--- src/rtl/bus_switch_if.sv ---
// CPU data port and slave-side signals of the bus switch.
// Modport slave is the switch itself; master is the CPU plus slaves.
interface bus_switch_if #(
    parameter int NSLAVE = 4,
    parameter int AW     = 16,
    parameter int DW     = 16
);
    logic [AW-1:0]        m_addr;
    logic [DW-1:0]        m_wdata;
    logic                 m_read;
    logic                 m_write;
    logic                 m_instr;
    logic                 m_busy;
    logic                 m_ready;
    logic [DW-1:0]        m_rdata;
    logic                 m_err;
    logic [AW-1:0]        s_addr;
    logic [DW-1:0]        s_wdata;
    logic [NSLAVE-1:0]    s_read;
    logic [NSLAVE-1:0]    s_write;
    logic [NSLAVE-1:0]    s_read_done;
    logic [NSLAVE*DW-1:0] s_rdata;
    logic [NSLAVE-1:0]    s_ready;

    modport slave (
        input  m_addr, m_wdata, m_read, m_write, m_instr,
        input  s_rdata, s_ready,
        output m_busy, m_ready, m_rdata, m_err,
        output s_addr, s_wdata, s_read, s_write, s_read_done
    );

    modport master (
        output m_addr, m_wdata, m_read, m_write, m_instr,
        output s_rdata, s_ready,
        input  m_busy, m_ready, m_rdata, m_err,
        input  s_addr, s_wdata, s_read, s_write, s_read_done
    );
endinterface

--- src/rtl/bus_switch.sv ---
// Registered MMIO switch: region decode, one-cycle strobe, wait for ready.
// Define BUS_TIMEOUT_EN to add the WAIT-state timeout (m_err on expiry).
module bus_switch #(
    parameter int                  NSLAVE      = 4,
    parameter int                  AW          = 16,
    parameter int                  DW          = 16,
    parameter logic [NSLAVE*AW-1:0] REGION_BASE = '0,
    parameter logic [NSLAVE*AW-1:0] REGION_MASK = '0,
    parameter int                  TIMEOUT     = 255
) (
    input  logic        clki,
    input  logic        rst_in,
    bus_switch_if.slave bus
);
    localparam int SW = $clog2(NSLAVE);

    if (TIMEOUT < 1 || TIMEOUT > 65535) begin : g_bad_timeout
        $error("bus_switch: TIMEOUT out of range");
    end

    typedef enum logic [1:0] {IDLE, ISSUE, WAIT} state_t;

    state_t            state, state_nx;
    logic [SW-1:0]     sel, sel_dec;
    logic              op_wr;
    logic [AW-1:0]     addr_q;
    logic [DW-1:0]     wdata_q;
    logic [DW-1:0]     rdata_q;
    logic              ready_q;
    logic              err_q;
    logic [NSLAVE-1:0] done_q;
    logic [NSLAVE-1:0] rd_stb, wr_stb;
    logic [DW-1:0]     rdata_sel;
    logic              req, rdy_sel, done_ok, to_hit;

    // ready_q doubles as the one-cycle hold-off after a completion
    assign req       = (bus.m_read | bus.m_write) & ~ready_q;
    assign rdy_sel   = bus.s_ready[sel];
    assign rdata_sel = bus.s_rdata[sel*DW +: DW];
    assign done_ok   = (state == WAIT) & rdy_sel;

`ifdef BUS_TIMEOUT_EN
    logic [15:0] cnt;

    assign to_hit = (state == WAIT) & ~rdy_sel
                  & (cnt == 16'(TIMEOUT - 1));

    always_ff @(posedge clki) begin
        if (!rst_in)
            cnt <= '0;
        else if (state != WAIT)
            cnt <= '0;
        else
            cnt <= cnt + 16'd1;
    end
`else
    assign to_hit = 1'b0;
`endif

    // Lowest matching region wins, so scan from the top down
    always_comb begin
        sel_dec = SW'(NSLAVE - 1);
        if (!bus.m_instr) begin
            for (int i = NSLAVE - 2; i >= 0; i--) begin
                if ((bus.m_addr & REGION_MASK[i*AW +: AW]) ==
                    (REGION_BASE[i*AW +: AW] & REGION_MASK[i*AW +: AW]))
                    sel_dec = SW'(i);
            end
        end
    end

    always_ff @(posedge clki) begin
        if (!rst_in)
            state <= IDLE;
        else
            state <= state_nx;
    end

    always_comb begin
        state_nx = state;
        unique case (state)
            IDLE:    if (req) state_nx = ISSUE;
            ISSUE:   state_nx = WAIT;
            WAIT:    if (done_ok || to_hit) state_nx = IDLE;
            default: state_nx = IDLE;
        endcase
    end

    always_comb begin
        rd_stb = '0;
        wr_stb = '0;
        if (state == ISSUE) begin
            if (op_wr)
                wr_stb[sel] = 1'b1;
            else
                rd_stb[sel] = 1'b1;
        end
    end

    always_ff @(posedge clki) begin
        if (!rst_in) begin
            sel     <= '0;
            op_wr   <= 1'b0;
            addr_q  <= '0;
            wdata_q <= '0;
            rdata_q <= '0;
            ready_q <= 1'b0;
            err_q   <= 1'b0;
            done_q  <= '0;
        end else begin
            ready_q <= 1'b0;
            err_q   <= 1'b0;
            done_q  <= '0;
            if (state == IDLE && req) begin
                sel     <= sel_dec;
                op_wr   <= bus.m_write;
                addr_q  <= bus.m_addr;
                wdata_q <= bus.m_wdata;
            end
            if (done_ok) begin
                ready_q <= 1'b1;
                if (!op_wr) begin
                    rdata_q     <= rdata_sel;
                    done_q[sel] <= 1'b1;
                end
            end else if (to_hit) begin
                ready_q <= 1'b1;
                err_q   <= 1'b1;
                rdata_q <= '1;
            end
        end
    end

    assign bus.m_busy      = (state != IDLE);
    assign bus.m_ready     = ready_q;
    assign bus.m_rdata     = rdata_q;
    assign bus.m_err       = err_q;
    assign bus.s_addr      = addr_q;
    assign bus.s_wdata     = wdata_q;
    assign bus.s_read      = rd_stb;
    assign bus.s_write     = wr_stb;
    assign bus.s_read_done = done_q;
endmodule

--- src/flat_wrapper.sv ---
// flat-port wrapper written by rule: the top's interface ports become plain ports
module bus_switch_flat 
#(
    parameter int                  NSLAVE      = 4,
    parameter int                  AW          = 16,
    parameter int                  DW          = 16,
    parameter logic [NSLAVE*AW-1:0] REGION_BASE = '0,
    parameter logic [NSLAVE*AW-1:0] REGION_MASK = '0,
    parameter int                  TIMEOUT     = 255
)
  (clki, rst_in, bus_m_addr, bus_m_wdata, bus_m_read, bus_m_write, bus_m_instr, bus_s_rdata, bus_s_ready, bus_m_busy, bus_m_ready, bus_m_rdata, bus_m_err, bus_s_addr, bus_s_wdata, bus_s_read, bus_s_write, bus_s_read_done);
  bus_switch_if #(.NSLAVE(NSLAVE), .AW(AW), .DW(DW)) bus_i ();
  input  logic clki;
  input  logic rst_in;
  input wire logic [$bits(bus_i.m_addr)-1:0] bus_m_addr;
  input wire logic [$bits(bus_i.m_wdata)-1:0] bus_m_wdata;
  input wire logic [$bits(bus_i.m_read)-1:0] bus_m_read;
  input wire logic [$bits(bus_i.m_write)-1:0] bus_m_write;
  input wire logic [$bits(bus_i.m_instr)-1:0] bus_m_instr;
  input wire logic [$bits(bus_i.s_rdata)-1:0] bus_s_rdata;
  input wire logic [$bits(bus_i.s_ready)-1:0] bus_s_ready;
  output wire logic [$bits(bus_i.m_busy)-1:0] bus_m_busy;
  output wire logic [$bits(bus_i.m_ready)-1:0] bus_m_ready;
  output wire logic [$bits(bus_i.m_rdata)-1:0] bus_m_rdata;
  output wire logic [$bits(bus_i.m_err)-1:0] bus_m_err;
  output wire logic [$bits(bus_i.s_addr)-1:0] bus_s_addr;
  output wire logic [$bits(bus_i.s_wdata)-1:0] bus_s_wdata;
  output wire logic [$bits(bus_i.s_read)-1:0] bus_s_read;
  output wire logic [$bits(bus_i.s_write)-1:0] bus_s_write;
  output wire logic [$bits(bus_i.s_read_done)-1:0] bus_s_read_done;
  assign bus_i.m_addr = bus_m_addr;
  assign bus_i.m_wdata = bus_m_wdata;
  assign bus_i.m_read = bus_m_read;
  assign bus_i.m_write = bus_m_write;
  assign bus_i.m_instr = bus_m_instr;
  assign bus_i.s_rdata = bus_s_rdata;
  assign bus_i.s_ready = bus_s_ready;
  assign bus_m_busy = bus_i.m_busy;
  assign bus_m_ready = bus_i.m_ready;
  assign bus_m_rdata = bus_i.m_rdata;
  assign bus_m_err = bus_i.m_err;
  assign bus_s_addr = bus_i.s_addr;
  assign bus_s_wdata = bus_i.s_wdata;
  assign bus_s_read = bus_i.s_read;
  assign bus_s_write = bus_i.s_write;
  assign bus_s_read_done = bus_i.s_read_done;
  bus_switch #(.NSLAVE(NSLAVE), .AW(AW), .DW(DW), .REGION_BASE(REGION_BASE), .REGION_MASK(REGION_MASK), .TIMEOUT(TIMEOUT)) u_core (.clki(clki), .rst_in(rst_in), .bus(bus_i));
endmodule
--- config.mk ---
export PLATFORM = sky130hd
export DESIGN_NAME = bus_switch_flat
export DESIGN_NICKNAME = d
export VERILOG_FILES = /design/src/rtl/bus_switch_if.sv /design/src/rtl/bus_switch.sv /design/src/flat_wrapper.sv
export SDC_FILE = /design/constraint.sdc
export NUM_CORES = 1
export LEC_CHECK = 0
export BUFFER_PORTS_ARGS = -buffer_cell sky130_fd_sc_hd__buf_2
export CELL_PAD_IN_SITES_DETAIL_PLACEMENT = 2
export CELL_PAD_IN_SITES_GLOBAL_PLACEMENT = 2
export CORE_MARGIN = 2
export CORE_UTILIZATION = 23
export CTS_BUF_LIST = sky130_fd_sc_hd__clkbuf_4 sky130_fd_sc_hd__clkbuf_8
export DETAILED_ROUTE_END_ITERATION = 8
export PLACE_DENSITY = 0.88
export SLEW_MARGIN = 5
export SYNTH_ARGS = -nofsm -noshare
export SYNTH_HDL_FRONTEND = slang
export SYNTH_SLANG_ARGS = --single-unit
--- constraint.sdc ---
create_clock -name clki -period 1.6 [get_ports clki]
set_input_delay 0.08 -clock clki [delete_from_list [all_inputs] [get_ports clki]]
set_output_delay 0.08 -clock clki [all_outputs]
set_load 0.05 [all_outputs]
# --- Word level (Yosys, flattened, before mapping) ---
# Cells that the tools add are included.
op_classes:
  magnitude_cmp: 2
  eq_ne: 4
  n_shift: 1
  mux: 13
  bitwise: 5
  n_reduce_logical: 7
op_table:
  columns: ["operator", "count"]
  rows:
  - ["64-bit by 7-bit variable part select with 16-bit output", 1]
  - ["4-bit two-way mux", 4]
  - ["2-bit two-way mux", 3]
  - ["2-bit case mux with 3 select lines", 1]
  - ["2-bit AND reduction", 3]
  - ["2-bit by 1-bit inequality test with 1-bit output, second input constant", 2]
  - ["2-bit by 3-bit < comparator with 1-bit output, second input constant", 1]
  - ["1-bit two-way mux", 3]
  - ["1-bit AND", 2]
  - ["1-bit binary-select mux with 2-bit select", 1]
  - ["1-bit demux with 2-bit select", 1]
  - ["2-bit by 1-bit == test with 1-bit output, second input constant", 1]
  - ["2-bit == test, second input constant", 1]
  - ["2-bit by 1-bit greater-or-equal comparator with 1-bit output, second input constant", 1]
  - ["1-bit logical AND", 2]
  - ["2-bit zero test", 1]
  - ["1-bit inverter", 2]
  - ["2-bit nonzero test", 1]
  - ["1-bit bitwise OR", 1]
word_totals:
  register_bits: 58
  input_bits: 105
  output_inout_bits: 63
  wordCells: 40

# --- Longest topological paths before layout ---
# Gate-level depths: netlist of run 1.
depth:
  depth_word: 6
  ltp_mapped: 6
  depth_no_buf: 3

# --- Least setup slack after synthesis of run 1 ---
# OpenSTA, ideal clock, no wires.
synth_path:
  path_type: "register to output"
  from: "register u_core.sel[0]"
  to: "output bus_s_read[0]"
  arrival_ps: 1750
  required_ps: 1520
  slack_ps: -230
  path_stages_with_launch: 4
  n_path_buf: 2
  cell_sequence: "dfxtp_1 -> buf_6 -> clkbuf_1 -> nor3_1"
synth_between:
  elab_chain_len: 6
synth_lines:
  columns: ["element", "line_no", "source"]
  rows:
  - ["from (decl)", "bus_switch.sv:24", "logic [SW-1:0] sel, sel_dec;"]
  - ["from (signal assigned)", "bus_switch.sv:115", "sel <= sel_dec;"]
  - ["2-bit by 3-bit < comparator with 1-bit output (implied by the code) or 2-bit by 1-bit greater-or-equal comparator with 1-bit output (tied branches)", "bus_switch.sv:96", "rd_stb[sel] = 1'b1;"]
  - ["1-bit logical AND (implied by the code)", "bus_switch.sv:96", null]
  - ["1-bit two-way mux (implied by the code)", "bus_switch.sv:96", null]
  - ["1-bit demux with 2-bit select (*)", null, null]
  - ["4-bit two-way mux (*)", null, null]
  - ["4-bit two-way mux (*)", "bus_switch.sv:92", "if (state == ISSUE) begin"]
  - ["to (decl)", "flat_wrapper.sv:28", "output wire logic [$bits(bus_i.s_read)-1:0] bus_s_read;"]
# Every way passes the cells marked *; elsewhere a longest branch is shown, timed or not.

# --- Worst setup path in the final report of run 1 ---
layout_path:
  from: "register u_core.sel[0]"
  to: "output bus_s_read[3]"
# The elaborated chain is that of the path after synthesis.

==> metrics.md, run 1 <==
| Metric | Value |
|---|---|
| Status | `finished clean` |
| GRT Residual Overflow | `0` |
| FF-to-FF setup slack | `0.17 ns` |
| First-pass GRT wire length | `11800 um` |
| Crit path kind | `flop to output pin` |
| Io pins | `168` |
| Antenna viol nets, final | `0` |
| WL/cell | `14.0 um` |
| Mapped cell area | `2430 um2` |
| Endpoints failing setup | `0` |
| Power density over cell area | `1060 nW/um2` |
| Peak VDD IR | `0.000364 V` |
| Flop pwr share | `43.2%` |
| Fmax | `673 MHz` |
| HPWL after DPL | `5560 um` |
| Clk_skew | `0.00727 ns` |
| Logic pwr share | `31.1%` |
| Fin util | `33.0%` |
| Internal power | `2330 uW` |
| Critical Path RT | `1.52 ns` |
| TritonCTS Sinks | `55` |
| Leakage | `0.00186 uW` |
| Post-synth top area share | `45.3%` |
| Final min period | `1.49 ns` |
| Primary FF master, synth | `dfxtp_1` |
| Number of enable flip-flop cells after synthesis | `0` |
| Area of the multi-input gates | `1180 um2` |
| Nets | `490` |
| Initial core utilization | `23.6%` |
| Count of cell types in the netlist | `26` |
| Synth area leader | `dfxtp_1` |
| Register area | `1100 um2` |
| Post-Syn Instances | `255` |
| R2R Path Start | `u_core.state[1]` |
| Final Max Tran Viols | `0` |
| Unrepaired setup endpoints after global routing | `no` |
| Initial drt markers | `43` |
| Die Area | `11400 um2` |
| Die W | `107 um` |
| Adder-cell share of the synthesized area | `0%` |
| H-Tree Level Count | `2` |
| Multiplexer area fraction after synthesis | `20.8%` |
| # diodes | `0` |
| CP Cell Sequence | `buf_8 > nand2b_1 > nor2_1 > buf_2` |
| Synth area leaders | `dfxtp_1, mux2i_1, nand2_1` |
| Share of layout cells above drive strength 1 | `39.0%` |
| Synthesis-to-layout area growth | `39.8%` |
| Rows | `37` |
| Post-route DRC | `0` |
| Largest net degree at the start of global routing | `35` |
| Critical path launch point type | `flop` |
| Crit-path max cell delay | `0.41 ns` |
| Die Ht | `107 um` |
| DRT Pass-1 Iters | `4` |
| Post-synth ARST share | `0%` |
| Routability cong. | `0.696` |
| Critical Path Sink Type | `output pin` |
| FILL cells | `1208` |
| Root buf cell | `clkbuf_8` |
| Hold Crit Depth | `3` |
| Core area | `10300 um2` |
| CTS clk-pin slew, worst paths | `0.10 ns` |
| Commonest cells in the netlist | `nand2_1, dfxtp_1, mux2i_1` |
| DR vias | `2268` |
| Post-route clock period utilization | `92.9%` |
| Max Cap Violations | `0` |
| Final hold violation count | `0` |
| Arr. time, crit path | `1.41 ns` |
| Clock Tree Buf Depth | `2` |
| Routed WL | `7280 um` |
| Mapped Avg Cell Area | `9.52 um2` |
| Synth Area in Simple Gates | `18.2%` |
| Sw Share | `35.3%` |
| CP max-delay cell | `dfxtp_2` |
| Setup TNS | `0 ns` |
| Total GRT Usage | `13.0%` |
| FF-to-FF path depth | `4` |
| Post-Synth XOR/XNOR Area | `0%` |
| Main combinational cell family by area after synthesis | `multiplexers` |
| CTS tree | `built` |
| Design area | `3400 um2` |
| Port bufs | `126` |
| Worst-skew pair later-pin latency | `0.30 ns` |
| Hold crit path type | `primary input to flop` |
| Yosys Warn Count | `0` |
| Number of synthesized register bits | `55` |
| Vias in the first global route | `2419` |
| Psw | `1270 uW` |
| Hold Crit Start | `bus_m_addr[9]` |
| Most common cell in the netlist | `nand2_1` |
| Vias per cell | `4.35` |
| Total CTS buffers | `5` |
| Cell area after placement | `3170 um2` |
| Initial antenna violation count | `0` |
| Worst hold endpoint | `u_core.bus.s_addr[9]` |
| Clk pwr share | `25.8%` |
| Register area share after synthesis | `45.3%` |
| R2R Path End | `u_core.bus.s_addr[6]` |
| Complex-gate fraction of the synthesized area | `7.78%` |
| Crit-path max FO | `20` |
area by class of cell:
class                   instances  share of cell area (%)
multi-input cells             177                    34.7
inverters                       1                   0.111
clock buffers                   6                    2.25
clock inverters                 1                   0.884
well taps                     136                    5.01
flip-flops and latches         55                    32.5
repair buffers                145                    24.6
critical path: cells and delay by family, from the launching register on:
family,cells,cell delay (ns)
flip-flops,1,0.41
AND/OR/NAND/NOR,2,0.21
buffers and inverters,2,0.50
flip-flops by register name, indices dropped and copies added, names as in the netlist:
| signal | count |
|---|---|
| u_core.sel | 1 |
| u_core.bus.m_rdata | 16 |
| u_core.op_wr | 1 |
| u_core.bus.m_ready | 1 |
| u_core.bus.s_read_done | 2 |
| u_core.bus.s_wdata | 16 |
| u_core.bus.s_addr | 16 |
| u_core.state | 2 |
through the flow:
step	setup WS, ns	hold slack [ns]	total power, uW	instances
after CTS	0.0115	0.000709	3670	519
after detailed placement	0.0495	0.331	2690	504
after global routing	0.00312	0.00274	3810	521
final	0.113	0.0137	3600	521
after global placement	0.175	0.321	2650	504
after floorplan	-0.0193	0.214	2410	261
kinds of logic after synthesis:
group / Yosys count
buf+inv: 29
other cells: 1
flops: 55
compound gates: 20
simple gates: 100
mux: 50
how the worst max path moves through the flow:
stage | slack, ns | from | end | cells after the start
2_1_floorplan | -0.02 | u_core.sel[0] | bus_s_read[3] | 4
3_3_place_gp | 0.18 | u_core.state[1] | u_core.bus.s_addr[8] | 4
3_5_place_dp | 0.05 | u_core.state[1] | u_core.bus.s_addr[6] | 4
4_1_cts | 0.01 | u_core.state[0] | bus_s_write[0] | 5
5_1_grt | 0.003 | u_core.state[0] | bus_s_write[0] | 5
6_report | 0.11 | u_core.sel[0] | bus_s_read[3] | 4
layout by cell type, fill, tap and decap left out, types with 3 or more instances in the layout:
cell type	instances
dlygate4sd3_1	10
nand3_1	16
buf_2	124
clkbuf_8	5
buf_4	8
dfxtp_1	54
conb_1	7
mux2i_1	49
nor2_1	3
nand2_1	68
o211a_1	16
what timing repair did:
action	in CTS	in global routing
pin swaps	0	0
endpoints found under the setup margin	2	29
hold endpoints to repair	8	2
hold buffers	8	2
resized for setup	3	6
setup buffers	0	0
power by group through the flow:
stage               registers, uW  clock network (uW)  logic [uW]
floorplan                    1940                   0         465
global placement             1570                   0        1080
detailed placement           1580                   0        1110
CTS                          1550                 988        1130
global route                 1570                1050        1200
finish                       1550                 926        1120
layer usage:
| layer | GRT usage, % | up-vias | part of all wire (%) |
|---|---|---|---|
| li1 | - | 1107 | - |
| met1 | 14.1 | 1087 | 39 |
| met2 | 24.7 | 72 | 54 |
| met3 | 3.53 | 2 | 6.1 |
| met4 | 3.06 | 0 | 0.45 |
| met5 | 0 | - | 0 |
No activity file was read; power rests on OpenSTA's default activity.
==> inputs of run 2 (changes only) <==
--- a/config.mk
+++ b/config.mk
@@ -5,14 +5,14 @@
 export SDC_FILE = /design/constraint.sdc
 export NUM_CORES = 1
 export LEC_CHECK = 0
-export BUFFER_PORTS_ARGS = -buffer_cell sky130_fd_sc_hd__buf_2
 export CELL_PAD_IN_SITES_DETAIL_PLACEMENT = 2
 export CELL_PAD_IN_SITES_GLOBAL_PLACEMENT = 2
 export CORE_MARGIN = 2
-export CORE_UTILIZATION = 23
+export CORE_UTILIZATION = 35
 export CTS_BUF_LIST = sky130_fd_sc_hd__clkbuf_4 sky130_fd_sc_hd__clkbuf_8
 export DETAILED_ROUTE_END_ITERATION = 8
-export PLACE_DENSITY = 0.88
+export DONT_BUFFER_PORTS = 1
+export PLACE_DENSITY = 0.87
 export SLEW_MARGIN = 5
 export SYNTH_ARGS = -nofsm -noshare
 export SYNTH_HDL_FRONTEND = slang
==> metrics.md, run 2 (same netlist as run 1, synthesis figures left out) <==
| Metric | Value |
|---|---|
| Total CTS buffers | `5 (unchanged)` |
| Share of layout cells above drive strength 1 | `20.7% (-18 points)` |
| CP Cell Sequence | `nor2b_1 > nand2_1 > nor2_1 > buf_4` |
| Commonest non-fill, non-tap cell in the layout | `nand2_1` |
| Vias per cell | `5.04 (+16%)` |
| Largest net degree at the start of global routing | `67 (+91%)` |
| TritonCTS Sinks | `55 (unchanged)` |
| DRT Pass-1 Iters | `4 (unchanged)` |
| First-pass GRT wire length | `13800 um (+16%)` |
| FILL cells | `701 (-42%)` |
| Fmax | `676 MHz (+0.52%)` |
| HPWL after DPL | `5070 um (-8.9%)` |
| Hold crit path type | `primary input to flop` |
| Crit-path max cell delay | `0.43 ns (+0.02 ns)` |
| Clk_skew | `0.00677 ns (-0.000502 ns)` |
| Initial drt markers | `46 (+7.0%)` |
| Top delay family on crit path | `simple AND/OR/NAND/NOR gates` |
| Overall power | `3590 uW (-0.16%)` |
| CP max-delay cell | `dfxtp_2` |
| Die Ht | `87.3 um (-18%)` |
| Core area | `6760 um2 (-34%)` |
| GRT Residual Overflow | `0 (unchanged)` |
| Placed Cells incl. Taps | `371 (-26%)` |
| Routed WL | `9140 um (+26%)` |
| Final hold violation count | `0 (unchanged)` |
| Setup Buffers After CTS | `0 (unchanged)` |
| Leakage | `0.00172 uW (-7.5%)` |
| Die Area | `7620 um2 (-33%)` |
| Final min period | `1.48 ns (-0.00768 ns)` |
| Filler-free cell count of the finished design | `434 (-17%)` |
| Post-route clock period utilization | `92.4% (-0.48 points)` |
| CTS clk-pin slew, worst paths | `0.10 ns (about the same)` |
| Routability cong. | `0.661 (-5.1%)` |
| Commonest non-fill, non-tap cells in the layout | `nand2_1, dlygate4sd3_1, buf_4, dfxtp_1, mux2i_1` |
| Critical Path RT | `1.52 ns (about the same)` |
| Unrepaired setup endpoints after global routing | `no` |
| H-Tree Level Count | `2 (unchanged)` |
| Max Cap Violations | `0 (unchanged)` |
| Total GRT Usage | `24.0% (+11 points)` |
| Vias in the first global route | `2505 (+3.6%)` |
| Initial core utilization | `35.9% (+12 points)` |
| Critical Path Sink Type | `output pin` |
| CTS tree | `built` |
| Clock Tree Buf Depth | `2 (unchanged)` |
| Final Max Tran Viols | `0 (unchanged)` |
| DR vias | `2188 (-3.5%)` |
| Post-route DRC | `0 (unchanged)` |
| Root buf cell | `clkbuf_8` |
| Synthesis-to-layout area growth | `45.2%` |
| Antenna viol nets, final | `0 (unchanged)` |
| Rows | `30 (-19%)` |
| Nets | `458 (-6.5%)` |
| Worst setup margin | `0.121 ns (+0.00768 ns)` |
| Die W | `87.3 um (-18%)` |
| Initial antenna violation count | `1 (+1)` |
| Crit-path max FO | `7 (-65%)` |
| Arr. time, crit path | `1.40 ns (about the same)` |
| Peak VDD IR | `0.000441 V (+21%)` |
| Crit path kind | `flop to output pin` |
| Port bufs | `0 (-100%)` |
| Critical path launch point type | `flop` |
| Io pins | `168 (unchanged)` |
| Place WS | `0.0776 ns (+0.0281 ns)` |
| WL/cell | `21.1 um (+51%)` |
| Setup TNS | `0 ns (unchanged)` |
| Status | `finished clean` |
| Endpoints failing setup | `0 (unchanged)` |
| Worst-skew pair later-pin latency | `0.31 ns (about the same)` |
| Power density over cell area | `1020 nW/um2 (-3.8%)` |
| Crit path buf inv count | `1 (-1)` |
-- run 2: cell count changes in the layout (fill, tap and decap cells not counted), sizes merged --
cell,delta
diode,+1
buf,-76
bufinv,-1
dlygate4sd3,+44
clkinv,+1
-- run 2: power breakdown --
part           internal, uW  switching, uW  total [uW]  leakage [uW]
registers              1480           62.5        1550      0.000451
logic                   445            793        1240       0.00122
clock network           342            463         804     0.0000471
-- run 2: metrics by stage --
stage / util [%] / hold slack [ns] / instance area (um2)
after floorplan: - / 0.214 / 2460
after global placement: 42.1 / 0.204 / 2850
after detailed placement: 42.1 / 0.218 / 2850
after CTS: 51.9 / 0.00803 / 3510
after global routing: 52.2 / 0.0301 / 3530
final: 52.2 / 0.0346 / 3530
-- run 2: worst paths after layout --
check	depth (start not counted)	slack, ns	endpoint	start
setup / recovery	4	0.12	bus_s_write[0]	u_core.state[0]
hold / removal	2	0.03	u_core.op_wr	bus_m_read
setup reg to reg	4	0.14	u_core.bus.s_wdata[2]	u_core.state[1]
hold reg to reg	2	0.47	u_core.bus.s_addr[9]	u_core.bus.s_addr[9]
-- run 2: area by class of cell --
cell class,instances,area (um2),share of cell area (%)
multi-input cells,177,1180,33.5
diodes,1,2.50,0.0710
clock buffers,6,82.6,2.34
repair buffers,113,1050,29.7
inverters,1,3.75,0.106
well taps,80,100,2.84
clock inverters,1,5.00,0.142
flip-flops and latches,55,1100,31.3
-- run 2: what timing repair did --
action                                  4_1_cts  5_1_grt
hold buffers                                 55        0
endpoints found under the hold margin        55        0
resized for setup                             1        4
pin swaps                                     0        0
endpoints found under the setup margin        1       36
-- run 2: routing by layer --
metal / vias to the layer above / track usage (%) / share of wire, %
li1: 1039 / - / -
met1: 1050 / 23.7 / 36
met2: 82 / 48.3 / 57
met3: 17 / 5.40 / 4.9
met4: 0 / 7.55 / 2.0
met5: - / 0 / 0
==> inputs of run 3 (changes only) <==
==> constraint.sdc (replaced) <==
create_clock -name clki -period 1.7 [get_ports clki]
set_input_delay 0.085 -clock clki [delete_from_list [all_inputs] [get_ports clki]]
set_output_delay 0.085 -clock clki [all_outputs]
set_load 0.05 [all_outputs]
==> metrics.md, run 3 (same netlist as run 1, synthesis figures left out) <==
| Metric | Value |
|---|---|
| Critical path launch point type | `flop` |
| First-pass GRT wire length | `12600 um (-8.2%)` |
| Clk_skew | `0.0132 ns (+0.00641 ns)` |
| Die Ht | `87.3 um (unchanged)` |
| Leakage | `0.00155 uW (-9.9%)` |
| Crit-path max cell delay | `0.40 ns (-0.03 ns)` |
| Hold Crit Depth | `2 (unchanged)` |
| Critical Path RT | `1.62 ns (+0.10 ns)` |
| Antenna viol nets, final | `0 (unchanged)` |
| Total GRT Usage | `21.7% (-2.2 points)` |
| Placed Cells incl. Taps | `340 (-8.4%)` |
| Max-slew headroom | `62.6%` |
| Top delay family on crit path | `buffers and inverters` |
| Critical Path Sink Type | `output pin` |
| Clock Tree Buf Depth | `2 (unchanged)` |
| Fin util | `48.3% (-3.9 points)` |
| R2R Path Start | `u_core.state[1]` |
| CTS tree | `built` |
| CTS clk-pin slew, worst paths | `0.10 ns (about the same)` |
| Post-route DRC | `0 (unchanged)` |
| Commonest non-fill, non-tap cell in the layout | `nand2_1` |
| Worst setup margin | `0.107 ns (-0.0137 ns)` |
| Root buf cell | `clkbuf_8` |
| Nets | `425 (-7.2%)` |
| Die Area | `7620 um2 (unchanged)` |
| Worst-Margin Slew | `0.560 ns` |
| Crit-path max FO | `22 (+15)` |
| Worst hold endpoint | `u_core.bus.s_read_done[3]` |
| Status | `finished clean` |
| Io pins | `168 (unchanged)` |
| WL/cell | `20.5 um (-2.8%)` |
| Final Max Tran Viols | `0 (unchanged)` |
| Initial antenna violation count | `1 (unchanged)` |
| Unrepaired setup endpoints after global routing | `no` |
| CP max-delay cell | `dfxtp_1` |
| Rows | `30 (unchanged)` |
| Vias per cell | `5.20 (+3.1%)` |
| Total CTS buffers | `5 (unchanged)` |
| Fmax | `628 MHz` |
| Core area | `6760 um2 (unchanged)` |
| Peak VDD IR | `0.000420 V (-4.7%)` |
| Overall power | `3230 uW (-10%)` |
| H-Tree Level Count | `2 (unchanged)` |
| Port bufs | `0 (unchanged)` |
| R2R Path End | `u_core.bus.s_wdata[8]` |
| Final min period | `1.59 ns` |
| Initial core utilization | `35.9% (unchanged)` |
| Synthesis-to-layout area growth | `34.3%` |
| Filler-free cell count of the finished design | `402 (-7.4%)` |
| Crit path buf inv count | `2 (+1)` |
| CP Cell Sequence | `buf_4 > and3_1 > buf_12` |
| Post-route clock period utilization | `93.7%` |
| Hold Crit Start | `rst_in` |
| DR vias | `2089 (-4.5%)` |
| Final hold violation count | `0 (unchanged)` |
| Critical Path Source | `u_core.sel[0]` |
| HPWL after DPL | `4450 um (-12%)` |
| Place WS | `0.206 ns (+0.128 ns)` |
| FF-to-FF path depth | `4 (unchanged)` |
| Vias in the first global route | `2352 (-6.1%)` |
| Endpoints failing setup | `0 (unchanged)` |
| GRT Residual Overflow | `0 (unchanged)` |
| Routability cong. | `0.741 (+12%)` |
| Crit path kind | `flop to output pin` |
| Share of layout cells above drive strength 1 | `13.4% (-7.3 points)` |
| Initial drt markers | `59 (+28%)` |
| Worst-skew pair later-pin latency | `0.30 ns (about the same)` |
| Largest net degree at the start of global routing | `68 (+1.5%)` |
| Arr. time, crit path | `1.51 ns (+0.11 ns)` |
| FF-to-FF setup slack | `0.19 ns (+0.05 ns)` |
| Hold crit path type | `primary input to flop` |
| Setup Buffers After CTS | `0 (unchanged)` |
| Setup TNS | `0 ns (unchanged)` |
| Power density over cell area | `990 nW/um2 (-2.8%)` |
| Routed WL | `8230 um (-10%)` |
| TritonCTS Sinks | `55 (unchanged)` |
| Commonest non-fill, non-tap cells in the layout | `nand2_1, dfxtp_1, dlygate4sd3_1` |
| Die W | `87.3 um (unchanged)` |
| DRT Pass-1 Iters | `4 (unchanged)` |
| Max Cap Violations | `0 (unchanged)` |
[run 3: through the flow]
stage               hold WS [ns]  instance area [um2]
CTS                      0.00280                 3250
floorplan                  0.219                 2460
detailed placement         0.219                 2620
global placement           0.211                 2620
finish                   0.00689                 3260
global route              0.0221                 3260
[run 3: metal layers]
metal | GRT usage, % | wire length [um]
met2 | 43.3 | 4750
met3 | 5.50 | 478
met5 | 0 | 0
met4 | 6.29 | 98
met1 | 21.7 | 2910
[run 3: worst max-delay path by stage]
stage | to | slack, ns | depth (start not counted)
after global routing | bus_s_write[0] | 0.004 | 4
after global placement | u_core.bus.s_wdata[14] | 0.28 | 4
final | bus_s_write[3] | 0.11 | 3
after CTS | bus_s_read[3] | 0.11 | 4
after detailed placement | u_core.bus.s_wdata[5] | 0.21 | 4
after floorplan | bus_s_read[3] | 0.08 | 4
[run 3: layout make-up]
type | instances | area, um2
well taps | 80 | 100
clock buffers | 7 | 83.8
repair buffers | 80 | 788
inverters | 1 | 3.75
flip-flops and latches | 55 | 1100
multi-input cells | 177 | 1180
clock inverters | 1 | 5.00
diodes | 1 | 2.50
fillers | 713 | 3490
[run 3: power breakdown]
group          internal, uW  switching, uW
Sequential             1400            351
Clock                   323            420
Combinational           316            422
[run 3: repair_timing]
| action | CTS | global route |
|---|---|---|
| endpoints found under the setup margin | 0 | 3 |
| hold buffers | 53 | 0 |
| resized for setup | 0 | 2 |
| endpoints found under the hold margin | 52 | 0 |
